$ cat src/rtl/la_pkg.sv
`default_nettype none
// ============================================================================
//  Module      : la_pkg
//  Description : Shared definitions for the logic-analyzer command controller.
//                Holds the host opcode enum, response byte constants, the
//                location of the capture-done flag and the controller state
//                encoding.
//  Revision    : 1.0  initial release
// ============================================================================
package la_pkg;

    // Host opcode, taken from cmd[15:14]
    typedef enum logic [1:0] {
        OP_READ  = 2'b00,
        OP_WRITE = 2'b01,
        OP_DUMP  = 2'b10,
        OP_RSVD  = 2'b11
    } op_e;

    localparam logic [7:0] ACK = 8'hA5;
    localparam logic [7:0] NAK = 8'hEE;

    // capture_done flag lives in the trigger configuration register
    localparam int TRIGCFG_ADDR = 0;
    localparam int CAPDONE_BIT  = 5;

    // Controller states
    typedef logic [2:0] state_t;
    localparam state_t ST_IDLE      = 3'd0;
    localparam state_t ST_RESP      = 3'd1;
    localparam state_t ST_WAIT_SENT = 3'd2;
    localparam state_t ST_DUMP_RD   = 3'd3;
    localparam state_t ST_DUMP_SEND = 3'd4;
    localparam state_t ST_DUMP_WAIT = 3'd5;

endpackage : la_pkg
`default_nettype wire

$ cat src/rtl/la_dump_seq.sv
`default_nettype none
// ============================================================================
//  Module      : la_dump_seq
//  Description : Capture RAM dump sequencer. Loads the oldest-sample address,
//                steps the read address modulo 2^AW and counts bytes sent.
//                'last' flags the final byte of a full-depth dump.
//  Ports       : clk, rst       - clock, synchronous active-high reset
//                load           - start a dump at start_addr, count = 0
//                start_addr     - address of the oldest sample
//                advance        - step to the next address / count
//                raddr          - capture RAM read address
//                last           - current byte is the 2^AW-th of the dump
//  Revision    : 1.0  initial release
// ============================================================================
module la_dump_seq #(
    parameter int AW = 9
) (
    input  logic          clk,
    input  logic          rst,
    input  logic          load,
    input  logic [AW-1:0] start_addr,
    input  logic          advance,
    output logic [AW-1:0] raddr,
    output logic          last
);

    localparam logic [AW:0] c_last_count = {1'b0, {AW{1'b1}}};

    logic [AW-1:0] r_raddr;
    logic [AW:0]   r_count;

    always_ff @(posedge clk) begin
        if (rst) begin
            r_raddr <= '0;
            r_count <= '0;
        end else if (load) begin
            r_raddr <= start_addr;
            r_count <= '0;
        end else if (advance) begin
            // natural wrap of the AW-bit adder gives the modulo-depth address
            r_raddr <= r_raddr + 1'b1;
            r_count <= r_count + 1'b1;
        end
    end

    assign raddr = r_raddr;
    assign last  = (r_count == c_last_count);

endmodule : la_dump_seq
`default_nettype wire

$ cat src/rtl/la_cmd_ctrl.sv
`default_nettype none
// ============================================================================
//  Module      : la_cmd_ctrl
//  Description : Logic-analyzer host command controller. Decodes 16-bit host
//                commands into config register reads/writes and, when built
//                with LA_DUMP_EN, streams a capture RAM channel to the host
//                byte by byte starting at the oldest sample.
//  Ports       : clk, rst          - clock, synchronous active-high reset
//                cmd, cmd_rdy      - host command and its valid level
//                clr_cmd_rdy       - pulse consuming cmd
//                resp, send_resp   - response byte and its launch pulse
//                resp_sent         - UART finished the response byte
//                set_capture_done  - sets regs[0] bit 5
//                cap_start_addr    - oldest sample address
//                raddr, rdata      - capture RAM read port (latency 1)
//                regs              - flattened config register file
//                busy              - controller not idle
//  Config      : LA_DUMP_EN - build the capture dump path
//  Revision    : 1.0  initial release
// ============================================================================
module la_cmd_ctrl
    import la_pkg::*;
#(
    parameter int NUM_CH   = 5,
    parameter int AW       = 9,
    parameter int NUM_REGS = 16
) (
    input  logic                  clk,
    input  logic                  rst,
    input  logic [15:0]           cmd,
    input  logic                  cmd_rdy,
    output logic                  clr_cmd_rdy,
    output logic [7:0]            resp,
    output logic                  send_resp,
    input  logic                  resp_sent,
    input  logic                  set_capture_done,
    input  logic [AW-1:0]         cap_start_addr,
    output logic [AW-1:0]         raddr,
    input  logic [NUM_CH*8-1:0]   rdata,
    output logic [NUM_REGS*8-1:0] regs,
    output logic                  busy
);

    state_t     r_state;
    logic [7:0] r_resp;
    logic       r_send_resp;
    logic       r_clr_cmd_rdy;
    logic [7:0] r_regs [NUM_REGS];

    op_e        w_op;
    logic [5:0] w_idx;
    logic [7:0] w_data;
    logic       w_accept;
    logic       w_reg_ok;
    logic       w_wr_en;
    logic       w_is_dump;
    logic [7:0] w_rd_val;
    logic [7:0] w_dec_resp;

    assign w_op     = op_e'(cmd[15:14]);
    assign w_idx    = cmd[13:8];
    assign w_data   = cmd[7:0];
    assign w_accept = (r_state == ST_IDLE) && cmd_rdy;
    assign w_reg_ok = (32'(w_idx) < NUM_REGS);
    assign w_wr_en  = w_accept && (w_op == OP_WRITE) && w_reg_ok;

    always_comb begin
        w_rd_val = 8'h00;
        for (int r = 0; r < NUM_REGS; r++) begin
            if (w_idx == 6'(r)) w_rd_val = r_regs[r];
        end
    end

    // Response for every non-dump command (a valid dump bypasses this)
    always_comb begin
        w_dec_resp = NAK;
        case (w_op)
            OP_READ:  w_dec_resp = w_reg_ok ? w_rd_val : NAK;
            OP_WRITE: w_dec_resp = w_reg_ok ? ACK : NAK;
            default:  w_dec_resp = NAK;
        endcase
    end

`ifdef LA_DUMP_EN
    logic [5:0] r_idx;
    logic       w_seq_adv;
    logic       w_last;
    logic [7:0] w_ch_byte;

    assign w_is_dump = (w_op == OP_DUMP) && (32'(w_idx) < NUM_CH);
    assign w_seq_adv = (r_state == ST_DUMP_WAIT) && resp_sent && !w_last;

    always_comb begin
        w_ch_byte = 8'h00;
        for (int c = 0; c < NUM_CH; c++) begin
            if (r_idx == 6'(c)) w_ch_byte = rdata[8*c +: 8];
        end
    end

    la_dump_seq #(
        .AW         (AW)
    ) u_dump_seq (
        .clk        (clk),
        .rst        (rst),
        .load       (w_accept && w_is_dump),
        .start_addr (cap_start_addr),
        .advance    (w_seq_adv),
        .raddr      (raddr),
        .last       (w_last)
    );

    always_ff @(posedge clk) begin
        if (rst)           r_idx <= '0;
        else if (w_accept) r_idx <= w_idx;
    end
`else
    logic w_unused_ok;

    assign w_is_dump   = 1'b0;
    assign raddr       = '0;
    assign w_unused_ok = ^{rdata, cap_start_addr};
`endif

    // Register file; the capture-done set is applied after the host write so
    // a simultaneous write keeps bit 5 set while the other bits take data.
    always_ff @(posedge clk) begin
        if (rst) begin
            for (int r = 0; r < NUM_REGS; r++) r_regs[r] <= 8'h00;
        end else begin
            for (int r = 0; r < NUM_REGS; r++) begin
                if (w_wr_en && (w_idx == 6'(r))) r_regs[r] <= w_data;
            end
            if (set_capture_done) r_regs[TRIGCFG_ADDR][CAPDONE_BIT] <= 1'b1;
        end
    end

    always_ff @(posedge clk) begin
        if (rst) begin
            r_state       <= ST_IDLE;
            r_resp        <= 8'h00;
            r_send_resp   <= 1'b0;
            r_clr_cmd_rdy <= 1'b0;
        end else begin
            r_send_resp   <= 1'b0;
            r_clr_cmd_rdy <= 1'b0;
            case (r_state)
                ST_IDLE: begin
                    if (cmd_rdy) begin
                        r_clr_cmd_rdy <= 1'b1;
                        if (w_is_dump) begin
                            r_state <= ST_DUMP_RD;
                        end else begin
                            r_resp  <= w_dec_resp;
                            r_state <= ST_RESP;
                        end
                    end
                end
                ST_RESP: begin
                    r_send_resp <= 1'b1;
                    r_state     <= ST_WAIT_SENT;
                end
                ST_WAIT_SENT: begin
                    if (resp_sent) r_state <= ST_IDLE;
                end
`ifdef LA_DUMP_EN
                // one idle cycle lets the RAM present rdata for raddr
                ST_DUMP_RD: r_state <= ST_DUMP_SEND;
                ST_DUMP_SEND: begin
                    r_resp      <= w_ch_byte;
                    r_send_resp <= 1'b1;
                    r_state     <= ST_DUMP_WAIT;
                end
                ST_DUMP_WAIT: begin
                    if (resp_sent) r_state <= w_last ? ST_IDLE : ST_DUMP_RD;
                end
`endif
                default: r_state <= ST_IDLE;
            endcase
        end
    end

    for (genvar r = 0; r < NUM_REGS; r++) begin : g_regs
        assign regs[8*r +: 8] = r_regs[r];
    end

    assign resp        = r_resp;
    assign send_resp   = r_send_resp;
    assign clr_cmd_rdy = r_clr_cmd_rdy;
    assign busy        = (r_state != ST_IDLE);

endmodule : la_cmd_ctrl
`default_nettype wire

$ cat config.mk
export PLATFORM = sky130hd
export DESIGN_NAME = la_cmd_ctrl
export DESIGN_NICKNAME = d
export VERILOG_FILES = /design/src/rtl/la_pkg.sv /design/src/rtl/la_dump_seq.sv /design/src/rtl/la_cmd_ctrl.sv
export SDC_FILE = /design/constraint.sdc
export NUM_CORES = 1
export LEC_CHECK = 0
export CAP_MARGIN = 20
export CELL_PAD_IN_SITES_DETAIL_PLACEMENT = 2
export CELL_PAD_IN_SITES_GLOBAL_PLACEMENT = 2
export CORE_MARGIN = 5
export CORE_UTILIZATION = 28
export DETAILED_ROUTE_END_ITERATION = 7
export GPL_ROUTABILITY_DRIVEN = 0
export PLACE_DENSITY_LB_ADDON = 0.1
export SYNTH_ARGS = -nofsm -noshare
export SYNTH_HDL_FRONTEND = slang
export SYNTH_HIERARCHICAL = 1
export SYNTH_SLANG_ARGS = --single-unit
export TNS_END_PERCENT = 50
$ cat constraint.sdc
create_clock -name clk -period 2.8 [get_ports clk]
set_input_delay 0.28 -clock clk [delete_from_list [all_inputs] [get_ports clk]]
set_output_delay 0.28 -clock clk [all_outputs]
set_load 0.05 [all_outputs]
### Yosys cells after proc, flatten, opt, wreduce, memory -nomap -nowiden

Memory sizes are Yosys's and may differ from the RTL's.
Cells that the tools add are included.
W data, S select, Z words.

* $lt $le $gt $ge: 1
* equal/unequal tests: 20
* mux-type cells: 94
* bitwise gates (word level): 18
* reduce and logical (&&, ||, !) cells: 26

Operator list (count)
* $mux W8: 33
* $mux W1: 56
* $eq A6 B4 Y1 const B: 8
* $eq A6 B3 Y1 const B: 4
* $logic_and A1 B1 Y1: 19
* $or A1 B1 Y1: 17
* $pmux W8 S2: 1
* $eq A6 B2 Y1 const B: 2
* $pmux W3 S3: 1
* $mux W7: 1
* $eq A6 B1 Y1 const B: 1
* $logic_not A6 Y1: 1
* $lt A6 B5 Y1 const B: 1
* $mux W3: 2
* $ne A2 B2 Y1 const B: 2
* $reduce_and A2 Y1: 2
* $eq A3 B1 Y1 const B: 1
* $eq A3 B2 Y1 const B: 1
* $logic_not A3 Y1: 1
* $reduce_bool A3 Y1: 1
* $eq A2 B1 Y1 const B: 1
* $logic_not A2 Y1: 1
* $reduce_or A2 Y1: 1
* $not A1 Y1: 1

* register bits after elaboration: 13
* memory bits (writable): 128
* input bits: 70
* output and inout port bits: 148
* word-level logic and storage cells: 164
* memories kept: 1

Memory list
* r_regs: depth 16, width 8, rd ports 16, clocked after Yosys merged registers in 0, wr ports 16, RTL line la_cmd_ctrl.sv:48 `logic [7:0] r_regs [NUM_REGS];`

### Depth between registers and ports, before layout

Gate-level depths: netlist of the first run.

* word-level depth: 19
* depth in mapped cells: 9
* mapped depth without buffers: 6

### Worst setup path after synthesis of the first run

OpenSTA, ideal clock, no wires.

* kind: input -> register
* start: input cmd[8]
* end: memory r_regs[3][0], in the netlist r_regs[0][24] (enable)
* setup time: 0.330 ns
* arrival: 1.752 ns
* required time: 2.470 ns
* slack: 0.719 ns
* cell stages on the path: 6
* path buffers: 5
* cell sequence: buf_2 > buf_2 > buf_2 > buf_2 > clkbuf_1 > a41o_1

RTL lines
* from (decl): RTL line la_cmd_ctrl.sv:30 `input logic [15:0] cmd,`
* to (decl): RTL line la_cmd_ctrl.sv:48

### Worst setup path in the final report of the first run

* start: input cmd[10]
* end: register r_resp[2], in the netlist resp[2]

* word-level cells in the longest chain between the ends: 19
* elaborated cells between the ends (all ways): 35
* those cells by class: order compare (1); eq/ne (15); mux (18); reduce/logical (1)

Ends and longest elaborated chain
* $logic_not A6 Y1: RTL line la_cmd_ctrl.sv:70 `if (w_idx == 6'(r)) w_rd_val = r_regs[r];`
* $mux W8 (16 in a row): RTL line la_cmd_ctrl.sv:70
* $mux W8 *: RTL line la_cmd_ctrl.sv:78 `OP_READ: w_dec_resp = w_reg_ok ? w_rd_val : NAK;`
* $pmux W8 S2 *: RTL line la_cmd_ctrl.sv:77 `case (w_op)`
* to (signal assigned): RTL line la_cmd_ctrl.sv:153 `r_resp <= w_dec_resp;`
* to (decl): RTL line la_cmd_ctrl.sv:45 `logic [7:0] r_resp;`

Mark *: on every way between the ends. The rest lies on a longest branch, timed or not.
A chain may end at the register's enable or synchronous reset.

==> summary.md, run 1 <==
| Metric | Value |
|---|---|
| Status | finished, final reports clean |
| Post-layout power | 5.28 mW |
| Postcts setup bufs | 0 |
| Rel. slew slack | 33.0% |
| IO Pins | 218 |
| Post-DP HPWL | 22.3 mm |
| Worst endpoint required time | 3100 ps |
| Routing usage on met3 | 3.80% |
| Per-cell routed wire length | 24.3 um |
| Crit. End Element | register |
| Worst min-delay path class | in2reg |
| F_max | 409 MHz |
| Setup CP Type | in2reg |
| Synth Instances | 710 |
| Period minus WS final | 2450 ps |
| Commonest cells after routing, fill and taps aside | clkdlybuf4s50_1, o21ai_0, edfxtp_1, and2_1, nand2_1 |
| First-pass GRT wire length | 45.1 mm |
| Via count | 6366 |
| Final worst slack | 353 ps |
| Register area share after synthesis | 50.6% |
| Met1 global-route usage | 29.3% |
| Clock tree buffer depth | 2 |
| Maximum VDD drop | 340 uV |
| Hold-fix buffers, CTS | 0 |
| Synth unique cells | 61 |
| Gr ovfl total | 0 |
| Worst-skew pair later-pin latency | 430 ps |
| Layout cells sized above 1 | 15.1% |
| Total core area | 25100 sq um |
| CTS sink count | 140 |
| Period utilization | 87.4% |
| Synth Flop Type | edfxtp_1 |
| Vias per cell | 5.13 |
| Commonest non-fill, non-tap cell in the layout | clkdlybuf4s50_1 |
| Root Buffer | clkbuf_16 |
| Max FO, Critical Path | 9 |
| Hold_ws | 457 ps |
| Final Instance Count excl. Fillers | 1240 |
| Synth Area per Inst | 10.0 sq um |
| Mapped cell area | 7100 sq um |
| DRT iter0 DRCs | 433 |
| Pre-CTS setup slack | -71.2 ps |
| Area growth syn-to-layout | 39.2% |
| Fin nets | 967 |
| Resize count post-CTS | 0 |
| Cell Area, Placed | 9300 sq um |
| Met2 usage | 34.3% |
| WL final | 30.1 mm |
| Final Setup Violations | 0 |
| Post-layout util | 39.4% |
| Post-route cell area | 9890 sq um |
| Initial antenna violation count | 1 |
| Leak pwr | 3.65 nW |
| Worst-margin pin slew | 1000 ps |
| Die Area | 28700 sq um |
| Initial Util | 28.3% |
| GRT busiest layer | met2 |
| RSZ-0062 raised after global routing | no |
| R2r setup slk | 540 ps |
| Final slew viol count | 0 |
| Die span in x | 169 um |
| Skew final | 15.8 ps |
| Largest net degree at the start of global routing | 37 |
| N_diodes | 0 |
| ANT nets after route | 0 |
| Asr flop ratio synth | 0% |
| Setup TNS | 0 ps |
| Register bit count reported by yosys | 140 |
| Fin. Hold Viols | 0 |
| EDFF count, synth | 79 |
| Clock Pin Slew Worst Setup and Hold Paths | 60 ps |
| DRC | 0 |
| Cells after DPL | 1208 |
| Port Buffers | 159 |
| YS warnings | 6 |
| Total global-route track usage | 20.9% |
| PD cells | 534 nW/um^2 |
| CTS tree | built |
| Maximum Capacitance Violations | 0 |
| Cts bufs inserted | 17 |
| H-tree depth | 4 |
| First-pass detailed-route iteration total | 5 |
| Crit start category | input pin |
| Crit path DAT | 2750 ps |
| Cell row count | 58 |
| Die Height | 169 um |
| Vias in the first global route | 6938 |
## area by class of cell
class | instances | area [sq um]
inverters | 6 | 22.5
fillers | 2761 | 15200
clock buffers | 17 | 425
multi-input cells | 510 | 3200
well taps | 330 | 413
flip-flops and latches | 140 | 3590
clock inverters | 15 | 161
repair buffers | 222 | 2070
## routing by layer
layer,vias to the layer above,routed length [um]
met1,3286,14200
met4,0,209
met3,17,1390
met5,-,0
met2,174,14400
li1,2889,-
## registers in the layout, summed over array words and instances, names as in the netlist
name	count
r_regs	128
resp	8
r_state	2
clr_cmd_rdy	1
send_resp	1
## worst paths after layout
check                             start                    endpoint  cells after the start
max                             cmd[10]        resp[2]$_SDFFE_PP0P_                      9
min                    set_capture_done        r_regs[0][5]$_DFF_P_                      3
max reg2reg     r_regs[0][26]$_DFFE_PP_        resp[2]$_SDFFE_PP0P_                      7
min reg2reg  r_regs[1][54]$_SDFFE_PP0P_  r_regs[1][54]$_SDFFE_PP0P_                      2
## kinds of logic (layout without fill, tap and decap cells)
kind of cell / after synthesis / count (layout) / share of synthesized area, %
multiplexers: 28 / 28 / 4.93
buffers and inverters: 68 / 260 / 4.91
AO/OA/AOI/OAI: 174 / 174 / 15.0
other: 1 / 9 / 0.0528
flip-flops: 140 / 140 / 50.6
AND/OR/NAND/NOR: 299 / 299 / 24.5
## where the power goes
part           switching (mW)  total (mW)  internal (mW)
Sequential             0.0419        2.26           2.22
Clock                   0.999        2.32           1.32
Combinational           0.477       0.698          0.221
## cell usage after synthesis (2+ instances only)
| cell | number | area [sq um] |
|---|---|---|
| nor4_2 | 4 | 50.1 |
| a2111oi_0 | 2 | 17.5 |
| or2_2 | 4 | 25.0 |
| a22oi_1 | 3 | 22.5 |
| a32oi_1 | 2 | 17.5 |
| mux2i_1 | 17 | 170 |
| and3_1 | 10 | 62.6 |
| edfxtp_1 | 79 | 2370 |
| a222oi_1 | 3 | 30.0 |
| nor2_2 | 5 | 31.3 |
| buf_4 | 14 | 105 |
| o21ai_1 | 2 | 10.0 |
| and2_1 | 73 | 457 |
| o22ai_1 | 2 | 12.5 |
| nand2b_1 | 53 | 332 |
| nor2b_1 | 5 | 31.3 |
| a211oi_1 | 9 | 67.6 |
| nor2_1 | 37 | 139 |
| nand3_1 | 8 | 40.0 |
| o31ai_1 | 4 | 30.0 |
| nor3b_1 | 3 | 22.5 |
| dfxtp_1 | 61 | 1220 |
| inv_1 | 6 | 22.5 |
| clkbuf_1 | 20 | 75.1 |
| nand2_1 | 72 | 270 |
| a21o_1 | 8 | 60.1 |
| nor3_4 | 6 | 97.6 |
| buf_2 | 27 | 135 |
| o221ai_1 | 3 | 26.3 |
| a31oi_1 | 8 | 50.1 |
| a41o_1 | 2 | 20.0 |
| a22o_1 | 3 | 26.3 |
| mux2_2 | 6 | 67.6 |
| a211o_1 | 3 | 26.3 |
| or4b_1 | 2 | 20.0 |
| a221oi_1 | 4 | 35.0 |
| o21ai_0 | 79 | 395 |
| nor3_1 | 4 | 20.0 |
| mux4_2 | 5 | 113 |
| a31o_2 | 5 | 43.8 |
| a21oi_1 | 27 | 135 |
## worst max-delay path: stages
cell,delay [ps]
clkdlybuf4s50_1,640
buf_4,220
nor2_1,80
a21o_1,220
a222oi_1,460
a21oi_1,130
o31ai_1,430
buf_4,210
a21oi_1,70
No activity file was read; power rests on OpenSTA's default activity.
==> inputs of run 2 (changes only) <==
Settings changed: CTS_CLUSTER_DIAMETER set to 50.
==> results of run 2 <==
The final DEF is identical to that of run 1; final timing and power are the same.
==> inputs of run 3 (changes only) <==
Settings changed: CORE_UTILIZATION 28 to 31.
Clock period 2.8 ns to 3.05 ns, I/O delays scaled along.
==> run 3 against run 2 <==
Compared with the run above:
- final cell count down 4.9%
- via count shrank 1.3%
- sequential power is 8% lower
- die area down 9.1%
- cell area decreased by 1.7%
- clock skew fell by 6.4 ps
- core utilization rose by 3.7 points
- critical path type unchanged
- critical path depth is the same
- clock power fell by 4%
- combinational power is 10% lower
- setup slack gained 150 ps
- sequential share of layout area is 0.62 points higher
==> summary.md, run 3 (synthesized netlist as in run 1, its figures left out) <==
| Metric | Value |
|---|---|
| Skew final | 9.34 ps (was 15.8 ps) |
| Clock tree buffer depth | 2 (unchanged) |
| Cell row count | 55 (was 58) |
| Hold_ws | 480 ps (was 457 ps) |
| Vias per cell | 5.33 (was 5.13) |
| Port Buffers | 159 (unchanged) |
| Area growth syn-to-layout | 36.9% (was 39.2%) |
| First-pass GRT wire length | 44.4 mm (was 45.1 mm) |
| Sequential Area | 3590 sq um (unchanged) |
| Crit start category | input pin (unchanged) |
| Worst-skew pair later-pin latency | 430 ps (about the same) |
| Per-cell routed wire length | 25.1 um (was 24.3 um) |
| Final slew viol count | 0 (unchanged) |
| CTS sink count | 140 (unchanged) |
| Worst-margin pin slew | 1090 ps (was 1000 ps) |
| Vias in the first global route | 6867 (was 6938) |
| Largest Register | r_regs (unchanged) |
| Crit path DAT | 2820 ps (was 2750 ps) |
| RSZ-0062 raised after global routing | no (unchanged) |
| WL final | 29.6 mm (was 30.1 mm) |
| F_max | 392 MHz |
| Maximum VDD drop | 385 uV (was 340 uV) |
| First-pass detailed-route iteration total | 5 (unchanged) |
| Postcts setup bufs | 0 (unchanged) |
| Root Buffer | clkbuf_16 (unchanged) |
| Commonest non-fill, non-tap cell in the layout | clkdlybuf4s50_1 (unchanged) |
| Fin nets | 951 (was 967) |
| Clock Pin Slew Worst Setup and Hold Paths | 70 ps (was 60 ps) |
| Die Height | 161 um (was 169 um) |
| IO Pins | 218 (unchanged) |
| Worst endpoint required time | 3320 ps (was 3100 ps) |
| Final Instance Count excl. Fillers | 1179 (was 1240) |
| Critical path cell sequence | clkdlybuf4s50_1 > buf_4 > nor4b_2 > buf_4 > nand2_1 > nand2_1 > o21ai_0 > a2111oi_0 > a211oi_1 (was clkdlybuf4s50_1 > buf_4 > nor2_1 > a21o_1 > a222oi_1 > a21oi_1 > o31ai_1 > buf_4 > a21oi_1) |
| Total core area | 22600 sq um (was 25100 sq um) |
| Commonest cells after routing, fill and taps aside | clkdlybuf4s50_1, o21ai_0, edfxtp_1, and2_1, nand2_1 (unchanged) |
| Initial Util | 31.5% (was 28.3%) |
| Setup CP Type | in2reg (unchanged) |
| FILL cells | 2390 (was 2761) |
| Total global-route track usage | 22.6% (was 20.9%) |
| Max FFs per register | 128 (unchanged) |
| Leak pwr | 3.58 nW (was 3.65 nW) |
| Cells after DPL | 1147 (was 1208) |
| Via count | 6285 (was 6366) |
| DRC | 0 (unchanged) |
| Hold-fix buffers, CTS | 0 (unchanged) |
| PD cells | 506 nW/um^2 (was 534 nW/um^2) |
| Post-DP HPWL | 21.6 mm (was 22.3 mm) |
| Initial antenna violation count | 0 (was 1) |
| Period utilization | 83.6% |
| Crit. End Element | register (unchanged) |
| Cts bufs inserted | 17 (unchanged) |
| Slowest stage cell, crit path | a2111oi_0 (was clkdlybuf4s50_1) |
| Setup TNS | 0 ps (unchanged) |
| Final Setup Violations | 0 (unchanged) |
| Worst min-delay path class | in2reg (unchanged) |
| Gr ovfl total | 0 (unchanged) |
| Status | finished, final reports clean (unchanged) |
| Rel. slew slack | 27.1% (was 33.0%) |
| Layout cells sized above 1 | 13.4% (was 15.1%) |
| ANT nets after route | 0 (unchanged) |
| Resize count post-CTS | 0 (unchanged) |
| Fin. Hold Viols | 0 (unchanged) |
| H-tree depth | 4 (unchanged) |
| N_diodes | 0 (unchanged) |
| Max FO, Critical Path | 8 (was 9) |
| Maximum Capacitance Violations | 0 (unchanged) |
| Period minus WS final | 2550 ps |
| Die span in x | 161 um (was 169 um) |
| R2r setup slk | 500 ps (was 540 ps) |
| Largest net degree at the start of global routing | 56 (was 37) |
| Area of the multi-input gates | 3200 sq um (unchanged) |
| Die Area | 26000 sq um (was 28700 sq um) |
| Slowest stage delay, CP | 650 ps (was 640 ps) |
| CTS tree | built (unchanged) |
| DRT iter0 DRCs | 434 (was 433) |
[run 3: cell count changes in the layout (fill, tap and decap cells not counted), sizes merged]
cell      change
buf          -16
bufinv        +1
clkbuf        +2
clkinv        -5
clkinvlp      -1
inv           +3
[run 3: layer usage]
layer | global-route usage (%) | routed length (um) | vias to the layer above
met5 | 0 | 0 | -
met4 | 5.43 | 445 | 0
met3 | 3.29 | 1190 | 27
met2 | 38.0 | 14300 | 163
met1 | 30.8 | 13700 | 3235
li1 | - | - | 2860
[run 3: worst paths after layout]
check                                  start                          to  cells after the start
hold / removal                           rst        resp[6]$_SDFFE_PP0P_                      2
setup reg to reg     r_state[1]$_SDFFE_PP0P_        resp[5]$_SDFFE_PP0P_                      5
hold reg to reg   r_regs[1][32]$_SDFFE_PP0P_  r_regs[1][32]$_SDFFE_PP0P_                      2
setup / recovery                     cmd[13]        resp[5]$_SDFFE_PP0P_                      9
[run 3: report_power, final]
group | internal (mW) | switching [mW]
registers | 2.03 | 0.0362
clock network | 1.31 | 0.909
logic | 0.192 | 0.433
total | 3.54 | 1.38
[run 3: metrics by stage]
stage	total power [mW]	setup slack [ps]	utilization [%]	cell area, sq um
floorplan	2.49	944	-	7130
global placement	2.72	281	40.4	9110
global route	5.06	342	43.1	9720
finish	4.92	499	43.1	9720
CTS	4.95	502	43.1	9720
detailed placement	2.74	80.5	40.4	9110
[run 3: final cells by class]
cell class / count / share of cell area (%)
clock buffers: 19 / 4.45
clock inverters: 13 / 1.83
well taps: 285 / 3.67
repair buffers: 206 / 20.0
inverters: 6 / 0.232
flip-flops and latches: 140 / 37.0
multi-input cells: 510 / 32.9
[run 3: worst max-delay path: cells and delay by family]
kind | cells | cell delay, ps
AND/OR/NAND/NOR | 3 | 610
AO/OA/AOI/OAI | 3 | 920
buffers and inverters | 3 | 970
